[src/rtl/issue_select_if.sv]
// ============================================================================
// issue_select_if : RS <-> issue-select packet type and handshake bundle
// Rev 1.0 : initial release
// ============================================================================
`default_nettype none

`ifndef RS_SIZE
`define RS_SIZE 16
`endif

package issue_select_pkg;
    typedef enum logic [1:0] {
        FUNC_ALU  = 2'd0,
        FUNC_MULT = 2'd1,
        FUNC_BR   = 2'd2,
        FUNC_MEM  = 2'd3
    } func_unit_t;

    typedef struct packed {
        logic [15:0] inst_id;
        logic [4:0]  dest_tag;
        func_unit_t  func_unit;
    } RS_IS_PACKET;
endpackage

interface issue_select_if #(
    parameter int RS_SIZE = `RS_SIZE
);
    import issue_select_pkg::*;

    RS_IS_PACKET [RS_SIZE-1:0] rs_in;
    logic        [RS_SIZE-1:0] ready;
    logic        [RS_SIZE-1:0] free;
    RS_IS_PACKET [1:0]         is_packet;
    logic        [1:0]         is_valid;

    modport master (output rs_in, ready, input free, is_packet, is_valid);
    modport slave  (input rs_in, ready, output free, is_packet, is_valid);
endinterface

`default_nettype wire

[src/rtl/issue_select.sv]
// ============================================================================
// issue_select : dual-issue round-robin selector with mult/CDB budgeting
// Rev 1.0 : initial release
// ============================================================================
`default_nettype none

module issue_select
    import issue_select_pkg::*;
#(
    parameter int RS_SIZE  = `RS_SIZE,
    parameter int MULT_LAT = 4
) (
    input  wire logic           clock,
    input  wire logic           reset_n,
    input  wire logic           enable,
    input  wire logic           squash_signal_in,
    issue_select_if.slave       rs
);
    localparam int PTR_W = (RS_SIZE > 1) ? $clog2(RS_SIZE) : 1;
    localparam int WB_W  = MULT_LAT - 1;

    logic [PTR_W-1:0] rr_ptr;
    logic [WB_W-1:0]  mult_wb;

    logic [RS_SIZE-1:0] free_w;
    logic [1:0]         pick_valid;
    logic [PTR_W-1:0]   pick_idx [2];
    logic               mult_picked;
    logic [PTR_W-1:0]   next_ptr;
    logic [1:0]         npick;
    logic [1:0]         alu_budget;
    logic               mult_ok;
    logic [PTR_W:0]     idx;
    logic [PTR_W-1:0]   cur;
    logic               is_mult;

    // Rotated scan from rr_ptr; ineligible entries are skipped, never blocking.
    always_comb begin
        free_w      = '0;
        pick_valid  = '0;
        pick_idx[0] = '0;
        pick_idx[1] = '0;
        mult_picked = 1'b0;
        next_ptr    = rr_ptr;
        npick       = 2'd0;
        alu_budget  = mult_wb[0] ? 2'd1 : 2'd2;
        mult_ok     = 1'b1;
        idx         = '0;
        cur         = '0;
        is_mult     = 1'b0;
        if (reset_n && enable && !squash_signal_in) begin
            for (int k = 0; k < RS_SIZE; k++) begin
                idx = {1'b0, rr_ptr} + (PTR_W+1)'(k);
                if (idx >= (PTR_W+1)'(RS_SIZE))
                    idx = idx - (PTR_W+1)'(RS_SIZE);
                cur     = idx[PTR_W-1:0];
                is_mult = (rs.rs_in[cur].func_unit == FUNC_MULT);
                if (rs.ready[cur] && (npick < 2'd2) &&
                    (is_mult ? mult_ok : (alu_budget != 2'd0))) begin
                    free_w[cur]          = 1'b1;
                    pick_idx[npick[0]]   = cur;
                    pick_valid[npick[0]] = 1'b1;
                    npick                = npick + 2'd1;
                    next_ptr = (cur == PTR_W'(RS_SIZE-1)) ? '0 : cur + 1'b1;
                    if (is_mult) begin
                        mult_ok     = 1'b0;
                        mult_picked = 1'b1;
                    end else begin
                        alu_budget = alu_budget - 2'd1;
                    end
                end
            end
        end
    end

    assign rs.free = free_w;

    always_ff @(posedge clock or negedge reset_n) begin
        if (!reset_n) begin
            rs.is_valid  <= '0;
            rs.is_packet <= '0;
            rr_ptr       <= '0;
            mult_wb      <= '0;
        end else if (squash_signal_in) begin
            rs.is_valid <= '0;
            rr_ptr      <= '0;
            mult_wb     <= '0;
        end else begin
            rs.is_valid <= pick_valid;
            for (int l = 0; l < 2; l++) begin
                if (pick_valid[l])
                    rs.is_packet[l] <= rs.rs_in[pick_idx[l]];
            end
            if (|pick_valid)
                rr_ptr <= next_ptr;
            // Bit k: a mult reaches the CDB k+1 cycles from now.
            mult_wb <= (mult_wb >> 1) | (WB_W'(mult_picked) << (MULT_LAT-2));
        end
    end

endmodule

`default_nettype wire

[src/flat_wrapper.sv]
// flat-port wrapper written by rule: the top's interface ports become plain ports
module issue_select_flat import issue_select_pkg::*;
#(
    parameter int RS_SIZE  = `RS_SIZE,
    parameter int MULT_LAT = 4
)
  (clock, reset_n, enable, squash_signal_in, rs_rs_in, rs_ready, rs_free, rs_is_packet, rs_is_valid);
  issue_select_if #(.RS_SIZE(RS_SIZE)) rs_i ();
  input  wire logic clock;
  input  wire logic reset_n;
  input  wire logic enable;
  input  wire logic squash_signal_in;
  input wire logic [$bits(rs_i.rs_in)-1:0] rs_rs_in;
  input wire logic [$bits(rs_i.ready)-1:0] rs_ready;
  output wire logic [$bits(rs_i.free)-1:0] rs_free;
  output wire logic [$bits(rs_i.is_packet)-1:0] rs_is_packet;
  output wire logic [$bits(rs_i.is_valid)-1:0] rs_is_valid;
  assign rs_i.rs_in = rs_rs_in;
  assign rs_i.ready = rs_ready;
  assign rs_free = rs_i.free;
  assign rs_is_packet = rs_i.is_packet;
  assign rs_is_valid = rs_i.is_valid;
  issue_select #(.RS_SIZE(RS_SIZE), .MULT_LAT(MULT_LAT)) u_core (.clock(clock), .reset_n(reset_n), .enable(enable), .squash_signal_in(squash_signal_in), .rs(rs_i));
endmodule
[config.mk]
export PLATFORM = sky130hd
export DESIGN_NAME = issue_select_flat
export DESIGN_NICKNAME = d
export VERILOG_FILES = /design/src/rtl/issue_select_if.sv /design/src/rtl/issue_select.sv /design/src/flat_wrapper.sv
export SDC_FILE = /design/constraint.sdc
export NUM_CORES = 1
export LEC_CHECK = 0
export BUFFER_PORTS_ARGS = -buffer_cell sky130_fd_sc_hd__buf_2
export CAP_MARGIN = 20
export CORE_MARGIN = 5
export CORE_UTILIZATION = 25
export DETAILED_ROUTE_END_ITERATION = 10
export MAX_ROUTING_LAYER = met4
export PLACE_DENSITY = 0.4
export RECOVER_POWER = 50
export SKIP_CTS_REPAIR_TIMING = 1
export SYNTH_ARGS = -nofsm -noshare
export SYNTH_HDL_FRONTEND = slang
export SYNTH_SLANG_ARGS = --single-unit
[constraint.sdc]
create_clock -name clock -period 72.4 [get_ports clock]
set_input_delay 10.86 -clock clock [delete_from_list [all_inputs] [get_ports clock]]
set_output_delay 10.86 -clock clock [all_outputs]
set_load 0.1 [all_outputs]
=== Yosys cells after proc, flatten, opt, wreduce, memory -nomap -nowiden ===
Index checks and enable logic that the tools add are counted.

* Logic and storage cells: 905
* Flip-flop bits (word level): 55
* Input port bits: 388
* Output and inout port bits: 64

* Muxes and demuxes: 513
* $add $sub $neg: 76
* Reduce and logical (&&, ||, !) cells: 103
* Equality and inequality tests: 32
* Magnitude comparators: 125
* Bitwise operators: 47

{| class="wikitable"
|+ Operators by type and width
! cell !! number
|-
| $bmux 23 s4 || 18
|-
| $mux 16 || 32
|-
| $mux 4 || 84
|-
| $mux 2 || 122
|-
| $mux 8 || 30
|-
| $or 16x16->16 || 15
|-
| $mux 1 || 147
|-
| $bwmux 8 || 15
|-
| $lt 4x5->1 const B || 18
|-
| $logic_and 1x1->1 || 79
|-
| $ge 5x5->1 const B || 15
|-
| $add 4x1->4 const B || 16
|-
| $bmux 1 s4 || 16
|-
| $demux 1 s4 || 16
|-
| $eq 4x4->1 const B || 16
|-
| $ge 4x1->1 const B || 16
|-
| $sub 4x1->4 const B || 16
|-
| $demux 4 s1 || 15
|-
| $mux 23 || 2
|-
| $add 4x4->5 const B || 8
|-
| $reduce_bool 2->1 || 18
|-
| $eq 2x1->1 const B || 16
|-
| $ge 2x2->1 const B || 15
|-
| $lt 1x2->1 const B || 15
|-
| 21 further kinds || 136
|}

=== Logic depth before layout (Yosys ltp) ===
Gate-level depths: netlist of run 1.

* Word-level depth: 90
* Depth in mapped cells: 100
* Mapped depth without buffers: 87

=== Worst setup path after synthesis of run 1 ===
Ideal clock, no wire load.

* Kind: in2out
* Start: input port rs_rs_in[162]
* End: output port rs_free[0]
* Setup slack: 32.323 ns
* Stages on the path: 87
* Required time: 61.540 ns
* Arrival time: 29.217 ns
* Buffers on the path: 6
* Path through: and2b_2 -> mux4_2 -> o22a_1 -> and2_1 -> ha_1 -> a21boi_0 -> ha_1 -> inv_1 -> o21ai_0 -> a21oi_1 -> clkbuf_1 -> ha_1 -> inv_1 -> nand2_1 -> o22ai_4 -> clkbuf_4 -> nand2_1 -> mux2_2 -> [51 not listed] -> mux2_2 -> ha_1 -> nor3_1 -> nand2_1 -> nor2_1 -> and3b_1 -> nor2_1 -> ha_1 -> or2_2 -> a21oi_1 -> buf_2 -> a2111oi_4 -> nor2_1 -> buf_4 -> nor2_1 -> clkbuf_1 -> nand3_1 -> a21oi_1

* Longest elaborated chain between the ends: 82
* Elaborated cells on any way between the ends: 320
* Classes of those cells: add/sub (28); order compare (15); eq/ne (16); mux (200); bitwise (15); reduce/logical (46)

{| class="wikitable"
|+ RTL lines
! element !! line !! source
|-
| start: declaration || flat_wrapper.sv:13 || <nowiki>input wire logic [$bits(rs_i.rs_in)-1:0] rs_rs_in;</nowiki>
|-
| branches (longest 80 deep; another with $sub 2x1->2) || -- ||
|-
| $mux 16 (*) || issue_select.sv:58 || <nowiki>if (rs.ready[cur] && (npick < 2'd2) &&</nowiki>
|-
| $mux 16 (*) || issue_select.sv:51 || <nowiki>if (reset_n && enable && !squash_signal_in) begin</nowiki>
|-
| end: declaration || flat_wrapper.sv:15 || <nowiki>output wire logic [$bits(rs_i.free)-1:0] rs_free;</nowiki>
|}

Every way passes the cells marked *. The select of a mux whose other input is x is not followed.

=== Final worst setup path of run 1 ===
* Start: input port rs_ready[15]
* End: output port rs_free[11]

* Longest elaborated chain between the ends: 80
* Elaborated cells on any way between the ends: 301
* Classes of those cells: add/sub (28); order compare (15); mux (197); bitwise (15); reduce/logical (46)

{| class="wikitable"
|+ RTL lines
! element !! line !! source
|-
| start: declaration || flat_wrapper.sv:14 || <nowiki>input wire logic [$bits(rs_i.ready)-1:0] rs_ready;</nowiki>
|-
| branches (longest 78 deep; another with $sub 2x1->2) || -- ||
|-
| $mux 16 (*) || issue_select.sv:58 ||
|-
| $mux 16 (*) || issue_select.sv:51 ||
|}

Marked as above.

==> run summary, run 1 <==
The flow ran to the end, but the final reports show violations. The final reports fail on max-capacitance violations, max-slew violations. No sink is reached through more buffers than the 2 on the longest clock path. The global-route congestion overflow total is 0. The boundary pin count is 452. The detailed router used layers up to and including met4. Headroom to the max-slew limit came out at -138%. Setup repair after global routing left no endpoint under its margin.

TritonCTS built the clock tree. The most common cell in the synthesized netlist is sky130_fd_sc_hd__nand2_1. The number of pins with negative max-slew slack in the final report was 56.

Across the routed clock network, the largest skew measured is 0.00749 ns. Measured along the y axis, the die boundary spans 282 um. The count of buffering cells on the critical path with inverters included is 12. The instance count along the most critical hold path came out at 1.

STA classifies the critical path startpoint as an input port. The final layout contains routed wiring with a total length of 114000 um. The setup-violating endpoint count in the final report is 0.

The overall fraction of global-route tracks in use is 28.2%. The fmax is 0.0235 GHz. The number of remaining DRC errors came out at 0. The initial DRC count came out at 2126.

Sorting the synthesized cells by area gives the leading types as sky130_fd_sc_hd__mux2i_1 17%, sky130_fd_sc_hd__nand2_1 9.1%, sky130_fd_sc_hd__dfrtp_1 7.5%, sky130_fd_sc_hd__mux4_2 4.3%, sky130_fd_sc_hd__a32oi_1 3.6%. For this run, the slowest stage of the critical path takes a little over 0.7 ns. The worst-path cell with the longest stage delay is sky130_fd_sc_hd__nor2_1. Detailed routing placed a total of between 50000 and 60000 um of wire on met2.

The number of synthesized register bits is 55. The clock buffer count from CTS is 5. In the synthesized netlist, the number of instances is 2470. STA classifies the critical path endpoint as a primary output. The number of antenna violations at the first check in global routing is between 60 and 70. For the pin with the worst max-slew slack, the measured transition is 3.57 ns. The commonest cells after synthesis are 448 x sky130_fd_sc_hd__nand2_1, 310 x sky130_fd_sc_hd__mux2i_1, 133 x sky130_fd_sc_hd__nor2_1, 107 x sky130_fd_sc_hd__clkbuf_1, 103 x sky130_fd_sc_hd__a21oi_1. Summed over all failing endpoints, the final setup total negative slack is 0 ns. Measured in cells, the most critical reg-to-reg path has a length of 88. The origin of the worst min-delay path is u_core.mult_wb[2]. The average wire per standard cell is 30.2 um. The number of port buffers is 451. The number of global-route vias before repair is around 23000. The floorplan core area is 0.0731 mm^2.

Of the post-synthesis cell area, the dominant cell type holds 16.8%. Summed over all instances, the cell type with the most area after synthesis is sky130_fd_sc_hd__mux2i_1. The number of enable flip-flop cells after synthesis is 0. The fraction of synthesis flops using an asynchronous set or reset pin is 100%. The placer's final routability congestion estimate came out at 0.954. The Yosys warning count came out at 0. The category of cells accounting for the largest share of critical-path delay is simple AND/OR/NAND/NOR gates. The number of iterations in the first detailed-routing pass came out at 5. The synthesized net count came out at 2896. The later pin in the worst-skew pair is clocked with a latency of 0.32 ns. The post-route antenna net violation count is 0. The path type of the worst min-delay path is flop to flop. The HPWL after detailed placement is between 80000 and 90000 um. The ratio of routed vias to standard cells came out at 6.10. The path with the worst hold slack has its endpoint at u_core.mult_wb[1]. The chip width is 282 um. The number of nets in the final layout is 3191. The share of post-route cells with drive strength above 1 came out at 25.1%. Of all nets on the critical path, the largest fanout is 29. The clock edge transition at the registers on the reported setup and hold paths is about 0.09 ns. The critical path is of the input port to primary output type. The H-tree was split into 2 levels. The clock period minus worst slack came out at 42.49 ns. The most used flip-flop cell after synthesis is sky130_fd_sc_hd__dfrtp_1. The number of hold violations in the final report is 0. The count of unique library cells instantiated by Yosys came out at between 100 and 150.

The startpoint identified for the worst register-to-register timing path is u_core.rr_ptr[0]. The area added between synthesis and finish came out at 16.2%. The number of maximum-capacitance constraint violations came out at 1. The met1 routed wirelength after detailed routing came out at 44200 um. The wire length on met3 came out at around 8600 um. Data on the critical path arrives at its endpoint at 31.63 ns. The first global-routing pass estimated 163000 um of wire. The final period utilization came out at 58.7%.

The number of rows created at floorplan is just under 100. The die area is roughly 0.079 mm^2. The post-synthesis average cell area came out at 7.47 um^2. The number of sinks on the clock net is 55. The worst setup slack for register-to-register paths is 48.54 ns. The required time of the critical path is ~62 ns. The share of synthesized area occupied by flip-flops and latches is 7.46%.

The synthesized area came out at 0.0184 mm^2. Once the floorplan was initialized, standard cells occupied 25.2% of the core. The buffer cell driving the clock tree root is sky130_fd_sc_hd__clkbuf_16. The total vias in the final route is 23100. In this design, the critical path's most frequently occurring cell is sky130_fd_sc_hd__ha_1.

The maximum number of pins on one net before global-route repair came out at 139. The endpoint of the lowest-slack register-to-register path is u_core.rs.is_packet[45].
[cells in the final DEF (no fill, tap or decap), drive strengths merged, types with 26 or more instances in the layout]
master	Yosys	routed
o21ai	103	103
and2	26	26
a21oi	106	106
nand3	73	73
a32oi	76	76
nor3	43	43
a221o	38	38
dfrtp	55	55
diode	0	59
nand2	451	451
and3	35	35
mux2i	311	311
o211ai	77	77
ha	38	38
o2111ai	39	39
mux2	69	69
a31oi	85	85
inv	36	37
clkbuf	113	39
a22oi	33	33
nor2	135	135
buf	111	484
mux4	39	39
[final cells by class]
type | count | area [um^2]
flip-flops and latches | 55 | 1380
clock inverters | 2 | 20.0
fillers | 8208 | 51600
multi-input cells | 2148 | 15700
repair buffers | 517 | 2720
inverters | 38 | 143
diodes | 59 | 148
well taps | 959 | 1200
clock buffers | 6 | 139
[sequential cells by signal, summed over array words and instances (netlist names)]
| name | cells |
|---|---|
| u_core.rs.is_packet | 46 |
| u_core.rr_ptr | 4 |
| u_core.mult_wb | 3 |
| u_core.rs.is_valid | 2 |
[worst register-to-register path, delay by kind of cell, from the launching register on]
| kind | cells | cell delay (ns) |
|---|---|---|
| simple gates | 30 | 7.50 |
| compound gates | 19 | 4.60 |
| buf+inv | 12 | 3.81 |
| fa+ha+maj | 14 | 2.98 |
| mux | 9 | 2.88 |
| xor+xnor | 4 | 1.22 |
| flops | 1 | 0.81 |
[metrics by stage]
stage	instances	instance area, um^2	hold WS [ns]	utilization (%)	setup WS, ns
2_1_floorplan	2470	18400	0.439	-	32.32
3_5_place_dp	3716	21200	0.453	29.0	30.20
6_report	3784	21400	0.491	29.3	29.91
3_3_place_gp	3716	21200	0.454	29.0	30.91
5_1_grt	3773	21400	0.519	29.3	28.05
4_1_cts	3724	21300	0.494	29.2	30.09
[cell families after synthesis]
kind of cell | share of synthesized area (%)
AND/OR/NAND/NOR | 22.2
multiplexers | 26.0
flip-flops | 7.46
XOR/XNOR | 1.64
adder cells (fa/ha/maj) | 2.63
buffers and inverters | 8.32
AO/OA/AOI/OAI | 31.8
[worst max-delay path by stage]
stage | startpoint | endpoint | slack (ns) | depth (start not counted)
detailed placement | rs_ready[15] | rs_free[11] | 30.20 | 85
floorplan | rs_rs_in[162] | rs_free[0] | 32.32 | 87
global route | rs_ready[15] | rs_free[11] | 28.05 | 86
CTS | rs_ready[15] | rs_free[11] | 30.09 | 85
global placement | rs_ready[15] | rs_free[3] | 30.91 | 85
finish | rs_ready[15] | rs_free[11] | 29.91 | 85
[layer usage]
| layer | GRT usage, % | vias to the layer above |
|---|---|---|
| met3 | 4.92 | 209 |
| met4 | 11.1 | 0 |
| li1 | - | 10300 |
| met5 | - | - |
| met1 | 33.0 | 11400 |
| met2 | 48.3 | 1198 |
Power of run 1 is not shown: default switching activity piles up to over one toggle a cycle in this logic, so the estimate is an artifact.
==> run 2: changes to the inputs <==
==> constraint.sdc (replaced) <==
create_clock -name clock -period 42.3 [get_ports clock]
set_input_delay 6.345 -clock clock [delete_from_list [all_inputs] [get_ports clock]]
set_output_delay 6.345 -clock clock [all_outputs]
set_load 0.1 [all_outputs]
==> run 2 against run 1 <==
Compared with the run above: the flow still finishes with violations (max-capacitance violations, max-slew violations); cell area about the same; worst setup slack got worse by 21 ns; critical path depth is the same; register-to-register slack worse by 31 ns; global-route usage about the same; critical path type unchanged; sequential share of layout area is essentially flat; first-iteration DRC count fell by 1.4%.
==> run summary, run 2 (synthesized netlist as in run 1, its figures left out) <==
Run status: complete, but fails checks (unchanged). Violated checks: max-capacitance violations, max-slew violations (unchanged). The critical path's most frequent cell was sky130_fd_sc_hd__ha_1 (unchanged). The required time of the critical path is 35.95 ns (was 61.54 ns). The wire length of the first global-routing pass came out at 163000 um (about the same). The maximum number of pins on one net before global-route repair is 139 (unchanged). Largest registers in the final layout: u_core.rs.is_packet: 46 flops, u_core.rr_ptr: 4 flops, u_core.mult_wb: 3 flops (unchanged). The initial cell density of the core was 25.2% (unchanged).

The core occupancy in the finished layout is 29.3% (about the same). The placer's final routability congestion estimate came out at 0.944 (was 0.954). The worst relative slew slack was -142% (was -138%).

The most common library cell in the layout ignoring fill and taps is sky130_fd_sc_hd__nand2_1 (unchanged). The filler cell count is 8096 (was 8208). The largest stage delay on the critical path came out at 0.69 ns (was 0.71 ns). The floorplan core area is 0.0731 mm^2 (unchanged).

The area added between synthesis and finish is 16.1% (was 16.2%). The number of sinks on the clock net is 55 (unchanged). The y dimension of the die came out at 282 um (unchanged). The clock buffer count from CTS is 5 (unchanged). The post-detailed-placement half-perimeter wirelength is 88900 um (was 89300 um). The slew at the pin closest to its max-slew limit is 3.64 ns (was 3.57 ns).

The share of post-route cells with drive strength above 1 came out at 25.1% (about the same). The total vias in the final route came out at 23100 (about the same). The startpoint kind of the worst setup timing path was an input port (unchanged). The TritonCTS clock tree is yes (unchanged). The global-route congestion overflow total came out at 0 (unchanged).

The initial DRC count is 2096 (was 2126). The buffer cell driving the clock tree root was sky130_fd_sc_hd__clkbuf_16 (unchanged). The register ranked first by flip-flop count is u_core.rs.is_packet (unchanged). Setup repair after global routing missed its margin: no (unchanged). The average wire per standard cell is 30.2 um (about the same). The number of hold violations in the final report came out at 0 (unchanged).

The fmax is 0.0298 GHz. The number of antenna violations at the first check in global routing is 62 (unchanged). The worst-skew pair later-pin latency came to 0.32 ns (about the same).

The setup-violating endpoint count in the final report is 0 (unchanged). The chip width was 282 um (unchanged). The die area came out at 0.0793 mm^2 (unchanged). The highest routing layer actually used is met4 (unchanged). The clock period minus worst slack came out at 33.53 ns. The number of global-route vias before repair was 22600 (was 22700). The wire length after detailed routing came out at 114000 um (about the same). The ratio of routed vias to standard cells is 6.11 (was 6.10). The number of port buffers came out at 451 (unchanged). The worst clock skew is 0.00798 ns (was 0.00749 ns).

The total negative slack is 0 ns (unchanged). The met2 wire length was 55100 um (was 55900 um). The number of iterations in the first detailed-routing pass came out at 7 (was 5).

The worst-path maximum fanout is 29 (unchanged). The number of nets in the final layout came out at 3191 (unchanged). The number of pins with negative max-slew slack in the final report came to 56 (unchanged).

The number of buffers on the longest clock path is 2 (unchanged). The number of flip-flops under the largest register name came out at 46 (unchanged). The number of remaining DRC errors came out at 0 (unchanged).

The H-tree depth came to 2 (unchanged). The wire length on met3 is 8750 um (was 8580 um). Most used cells in the layout excluding fill and tap cells: 446 x sky130_fd_sc_hd__nand2_1, 419 x sky130_fd_sc_hd__buf_2, 310 x sky130_fd_sc_hd__mux2i_1 (was 446 x sky130_fd_sc_hd__nand2_1, 420 x sky130_fd_sc_hd__buf_2, 310 x sky130_fd_sc_hd__mux2i_1).

The post-route antenna net violation count came out at 0 (unchanged). The met1 routed wirelength after detailed routing was 44500 um (was 44200 um). The overall fraction of global-route tracks in use came to 28.2% (about the same). The worst slack at placement came to 9.13 ns (was 30.20 ns). In the finished design, the share of the clock period the worst path needs comes to 79.3%.

The worst-path cell with the longest stage delay is sky130_fd_sc_hd__nor2_1 (unchanged). The boundary pin count came out at 452 (unchanged). The critical path data arrival time came out at 27.18 ns (was 31.63 ns). The number of rows created at floorplan is 99 (unchanged). The number of maximum-capacitance constraint violations came to 1 (unchanged).

The clock edge transition at the registers on the reported setup and hold paths is 0.09 ns (about the same). The type of the worst setup path is input port to primary output (unchanged). The path type of the worst min-delay path is flop to flop (unchanged). The final setup slack of the worst path is 8.77 ns (was 29.91 ns). The kind of end point of the critical path is a primary output (unchanged).
[run 2: changes by cell type in the layout (fill, tap and decap cells not counted)]
cell                       before  now
sky130_fd_sc_hd__buf_4         63   64
sky130_fd_sc_hd__inv_6          0    2
sky130_fd_sc_hd__buf_2        420  419
sky130_fd_sc_hd__clkinv_4       1    0
sky130_fd_sc_hd__nor2_1       130  131
sky130_fd_sc_hd__diode_2       59   54
sky130_fd_sc_hd__nor2_2         5    4
sky130_fd_sc_hd__inv_8          1    0
[run 2: metal layers]
metal	GRT usage, %	vias up
met5	-	-
met4	12.0	0
met3	5.21	228
met2	47.2	1212
met1	33.3	11400
li1	-	10200
[run 2: area by class of cell]
type	instances	area (um^2)	share of cell area, %
antenna	54	135	0.631
clock inverter	2	17.5	0.0818
tap	959	1200	5.60
inverter	38	143	0.666
sequential	55	1380	6.44
multi-input combinational	2148	15700	73.2
timing repair buffer	517	2720	12.7
clock buffer	6	139	0.648
[run 2: critical path, delay by kind of cell]
family,cells,cell delay (ns)
AND/OR/NAND/NOR,31,7.48
multiplexers,8,2.90
XOR/XNOR,3,1.07
AO/OA/AOI/OAI,17,4.24
adder cells (fa/ha/maj),14,2.92
buffers and inverters,12,2.16
[run 2: per-stage QoR]
stage | std cells | hold slack (ns) | area (um^2)
finish | 3779 | 0.502 | 21400
global route | 3775 | 0.527 | 21400
CTS | 3725 | 0.504 | 21300
detailed placement | 3717 | 0.477 | 21200
global placement | 3717 | 0.458 | 21200
floorplan | 2470 | 0.439 | 18400
[run 2: worst paths after layout]
path	to	from	slack, ns	cells after the start
max in group asynchronous	u_core.rr_ptr[0]	reset_n	32.64	2
worst min-delay path	u_core.mult_wb[1]	u_core.mult_wb[2]	0.50	1
worst max register to register	u_core.rs.is_packet[31]	u_core.rr_ptr[0]	17.66	89
min in group asynchronous	u_core.rr_ptr[1]	reset_n	7.38	2
worst max-delay path	rs_free[11]	rs_ready[15]	8.77	85
worst min register to register	u_core.mult_wb[1]	u_core.mult_wb[2]	0.50	1
Power of run 2 is left out for the same reason.
